## src/rtl/flipflop_bank.sv

```systemverilog
// Multi-channel clocked storage bank: WIDTH bits sharing one clock and a run-time
// D / T / JK / SR mode, with parametrised SR conflict resolution and conflict status.
module flipflop_bank #(
  parameter int                 WIDTH       = 8,
  parameter int                 SR_CONFLICT = 0,
  parameter int                 CNT_WIDTH   = 8,
  parameter logic [WIDTH-1:0]   RESET_VALUE = '0
) (
  input  logic                  clock,
  input  logic                  reset_n,
  input  logic                  enable,
  input  logic                  sync_clear,
  input  logic                  clr_status,
  input  logic [1:0]            mode,
  input  logic [WIDTH-1:0]      a,
  input  logic [WIDTH-1:0]      b,
  output logic [WIDTH-1:0]      Q,
  output logic [WIDTH-1:0]      Q_bar,
  output logic                  conflict,
  output logic [WIDTH-1:0]      conflict_mask,
  output logic [CNT_WIDTH-1:0]  conflict_count
);

  localparam logic [1:0] MODE_D  = 2'b00;
  localparam logic [1:0] MODE_T  = 2'b01;
  localparam logic [1:0] MODE_JK = 2'b10;
  localparam logic [1:0] MODE_SR = 2'b11;

  localparam logic [CNT_WIDTH-1:0] CNT_MAX = {CNT_WIDTH{1'b1}};

  logic [WIDTH-1:0]     q_q, q_d;
  logic                 conflict_q, conflict_d;
  logic [WIDTH-1:0]     mask_q, mask_d;
  logic [CNT_WIDTH-1:0] count_q, count_d;
  logic [WIDTH-1:0]     hit;

  assign hit = (mode == MODE_SR) ? (a & b) : '0;

  always_comb begin
    // NOTE: every signal written here gets a default first, so no path leaves one
    // unassigned and no latch is inferred.
    q_d        = q_q;
    conflict_d = 1'b0;
    mask_d     = mask_q;
    count_d    = count_q;

    if (sync_clear) begin
      q_d     = RESET_VALUE;
      mask_d  = '0;
      count_d = '0;
    end else begin
      if (clr_status) begin
        mask_d  = '0;
        count_d = '0;
      end

      if (enable) begin
        for (int i = 0; i < WIDTH; i++) begin
          unique case (mode)
            MODE_D:  q_d[i] = a[i];
            MODE_T:  q_d[i] = q_q[i] ^ a[i];
            MODE_JK: begin
              unique case ({a[i], b[i]})
                2'b00:   q_d[i] = q_q[i];
                2'b01:   q_d[i] = 1'b0;
                2'b10:   q_d[i] = 1'b1;
                default: q_d[i] = ~q_q[i];
              endcase
            end
            default: begin
              unique case ({a[i], b[i]})
                2'b00: q_d[i] = q_q[i];
                2'b01: q_d[i] = 1'b0;
                2'b10: q_d[i] = 1'b1;
                default: begin
                  // S=R=1 resolves to a defined value chosen at elaboration
                  case (SR_CONFLICT)
                    1:       q_d[i] = 1'b1;
                    2:       q_d[i] = 1'b0;
                    3:       q_d[i] = ~q_q[i];
                    default: q_d[i] = q_q[i];
                  endcase
                end
              endcase
            end
          endcase
        end

        // One count per conflicting edge, however many bits collide; a same-edge
        // clr_status has already zeroed the status, so the new event wins.
        if (|hit) begin
          conflict_d = 1'b1;
          mask_d     = mask_d | hit;
          if (count_d != CNT_MAX) count_d = count_d + 1'b1;
        end
      end
    end
  end

  always_ff @(posedge clock or negedge reset_n) begin
    // NOTE: state flops use non-blocking assignments so every flop samples the
    // pre-edge values of the others.
    if (!reset_n) begin
      q_q        <= RESET_VALUE;
      conflict_q <= 1'b0;
      mask_q     <= '0;
      count_q    <= '0;
    end else begin
      q_q        <= q_d;
      conflict_q <= conflict_d;
      mask_q     <= mask_d;
      count_q    <= count_d;
    end
  end

  assign Q              = q_q;
  assign Q_bar          = ~q_q;
  assign conflict       = conflict_q;
  assign conflict_mask  = mask_q;
  assign conflict_count = count_q;

endmodule

```

## config.mk

```make
export PLATFORM = sky130hd
export DESIGN_NAME = flipflop_bank
export DESIGN_NICKNAME = d
export VERILOG_FILES = /design/src/rtl/flipflop_bank.sv
export SDC_FILE = /design/constraint.sdc
export NUM_CORES = 1
export LEC_CHECK = 0
export ABC_AREA = 0
export CAP_MARGIN = 30
export CORE_MARGIN = 2
export CORE_UTILIZATION = 40
export CTS_CLUSTER_SIZE = 30
export DETAILED_ROUTE_END_ITERATION = 8
export PLACE_DENSITY = 0.68
export SLEW_MARGIN = 15
export SYNTH_ARGS = -nofsm -noshare
export SYNTH_HDL_FRONTEND = slang
export SYNTH_SLANG_ARGS = --single-unit
```

## constraint.sdc

```tcl
create_clock -name clock -period 2.5 [get_ports clock]
set_clock_uncertainty 0.15 [all_clocks]
set_input_delay 0.625 -clock clock [delete_from_list [all_inputs] [get_ports clock]]
set_output_delay 0.625 -clock clock [all_outputs]
set_load 0.005 [all_outputs]
```

==> flow_summary_export.csv <==
group,metric,value,unit
status,status,"complete, no violations",
global_route,grt_pass1_vias,1900,
clocking,post_cts_buffers,0,
clocking,clock_latency,270,ps
sta,rsz0062_at_grt,"false",
routing,viasPerCell,5.263,
worst_setup_path,crit_path_start,"clr_status",
worst_setup_path,timing.rr.start,"conflict_count[0]",
min_path,min-delay-path-class,"flop to flop",
worst_setup_path,cp.arrival,2350,ps
logic_synthesis,netlist_instances,237,
global_route,grt_antenna_before_repair,0,
logic_synthesis,syn-cell-area,0.002091,mm²
power,p_per_area,343.7,mW/mm²
clocking,cts_sinks,25,
die,die-area,0.005821,mm²
routing,num_vias,2000,
power,pwr-share-clk,0.258,
logic_synthesis,avgSynthCellArea,8.822,µm²
sta,setup_ws,194.0,ps
global_route,track_usage,0.1812,
power,p_switching,0.3004,mW
power,p_sw_frac,0.2999,
clocking,cts_buffers,3,
clocking,cts.htree.levels,1,
power,power_leakage,1.309,nW
logic_synthesis,synth-async-reset-ratio,1.000,
die,initial_core_util,0.4120,
worst_setup_path,cp-start-kind,"input port",
clocking,cts_resized,0,
layout,final_common_cell,"clkdlybuf4s50_1",
sta,holdWs,367.7,ps
logic_synthesis,synth-main-ff-cell,"dfrtp_1",
routing,first_iter_violations,59,
clocking,clock_path_buffers,2,
layout,diodes,0,
routing,drtPass1Iterations,4,
sta,period_share,0.9224,
routing,final_antenna_net_count,0,
layout,mostFrequentLayoutCells,"55 x clkdlybuf4s50_1, 26 x inv_1, 26 x ha_1, 26 x buf_4, 25 x dfrtp_1",
run,max_cap_viol_count,0,
sta,final-max-slew-violation-count,0,
logic_synthesis,synth-seq-cells,25,
worst_setup_path,end_kind,"flop",
power,p_int,0.7015,mW
place,dpl.hpwl,3.990,mm
die,ioPinCount,56,
global_route,grt-ovfl-total,0,
global_route,grt_pass1_wl,8.859,mm
min_path,hold_path_startpoint,"conflict_mask[2]",
routing,post_drt_wl_per_cell,13.42,µm
power,peakVddDrop,0.0002176,V
layout,syn2layout_area_growth,39.44,%
logic_synthesis,yosys_warnings,0,
die,row_count,26,
routing,drc,0,
power,total_power,1.002,mW
logic_synthesis,synthesis.nets,286,
sta,period_minus_slack,2306,ps
sta,worstMarginPinSlew,381.1,ps
sta,finalSetupViolCount,0,
sta,slew_headroom,0.7438,
logic_synthesis,synth-edff-count,0,
power,share_comb_of_total_power,0.305,
place,dp_slack,-67.65,ps
die,dieWidth,76.30,µm
worst_setup_path,crit_type,"input port to flop",
die,die_y,76.30,µm
clocking,holdBufCountCts,0,
routing,routed_wl,5.099,mm
layout,drive_above_1_share,0.1161,
sta,fmax,433.7,MHz
clocking,cts-root-buf,"clkbuf_8",
clocking,clk_pin_slew,100,ps
global_route,grt_max_degree,27,
layout,nets,360,
layout,fin_area,0.002915,mm²
worst_setup_path,cp_max_fo,6,
sta,hold_viol,0,
logic_synthesis,seq_area_frac_synth,0.2992,
power,p_seq_frac,0.436,
logic_synthesis,synth_cell_types,51,
place,globalplace.congestion,0.8399,
place,io_buffers,55,
place,placed_area,0.002865,mm²
worst_setup_path,required,2550,ps
clocking,tritoncts,"yes",
die,core_area,0.005075,mm²
## registers in the layout (all words and copies together) (netlist names)
name	flops
Q	8
conflict_count	8
conflict_mask	8
conflict	1
## power by group through the flow
stage               combinational (mW)  clock, mW  sequential, mW
floorplan                        0.148          0           0.442
global placement                 0.302          0           0.445
detailed placement               0.308          0           0.445
CTS                              0.309      0.262           0.438
global route                     0.341      0.280           0.441
finish                           0.306      0.259           0.437
## path summary, 6_finish.rpt
kind	cells after the start	slack, ps	endpoint
min	1	370	conflict_mask[2]
max reg2reg	6	580	conflict_count[2]
min reg2reg	1	370	conflict_mask[2]
max in group asynchronous	2	1380	Q[2]
min in group asynchronous	2	560	conflict_mask[4]
max	7	190	conflict_count[2]
## through the flow
stage / util / instances / setup TNS [ps]
CTS: 0.5745 / 380 / 0
global placement: 0.5646 / 376 / -185.7
detailed placement: 0.5646 / 376 / -436.2
global route: 0.5745 / 380 / 0
finish: 0.5745 / 380 / 0
floorplan: - / 237 / 0
## cell usage after synthesis, types with 4 or more instances
| cell type | count | area (µm²) |
|---|---|---|
| nand2_1 | 17 | 63.81 |
| o21ai_0 | 9 | 45.04 |
| xnor2_1 | 4 | 35.03 |
| o21ai_1 | 5 | 25.02 |
| nand4_1 | 4 | 25.02 |
| a22o_1 | 8 | 70.07 |
| a21oi_1 | 13 | 65.06 |
| ha_1 | 26 | 325.3 |
| o211ai_1 | 7 | 52.55 |
| mux2i_1 | 5 | 50.05 |
| dfrtp_1 | 25 | 625.6 |
| nor2b_1 | 8 | 50.05 |
| a311oi_1 | 5 | 43.79 |
| nor2_1 | 14 | 52.55 |
| inv_1 | 26 | 97.59 |
| buf_2 | 6 | 30.03 |
## critical path: stages
cell and delay, ps:
clkdlybuf4s50_1 440, nor2b_1 190, ha_1 240, nand4b_1 200, o21a_1 300, a31o_1 240, a21oi_1 120
## routing by layer
layer,track usage,part of all wire,up-vias
met1,0.2507,0.47,942
met3,0.02370,0.046,4
li1,-,-,1000
met5,0,0,-
met4,0.03273,0.0031,0
met2,0.3062,0.48,54
## layout make-up
type,count,area [µm²]
clock buffer,3,41.29
tap,70,87.58
clock inverter,1,8.758
inverter,27,101.3
multi-input combinational,172,1285
sequential,25,625.6
fill,482,2160
timing repair buffer,82,765.7
## cells by family after synthesis
group | Yosys count | share of synthesized area
compound gates | 71 | 0.2418
simple gates | 65 | 0.1712
flops | 25 | 0.2992
fa+ha+maj | 26 | 0.1556
buf+inv | 40 | 0.08617
mux | 6 | 0.02932
xor+xnor | 4 | 0.01675
Power figures use the tool's default switching activity.
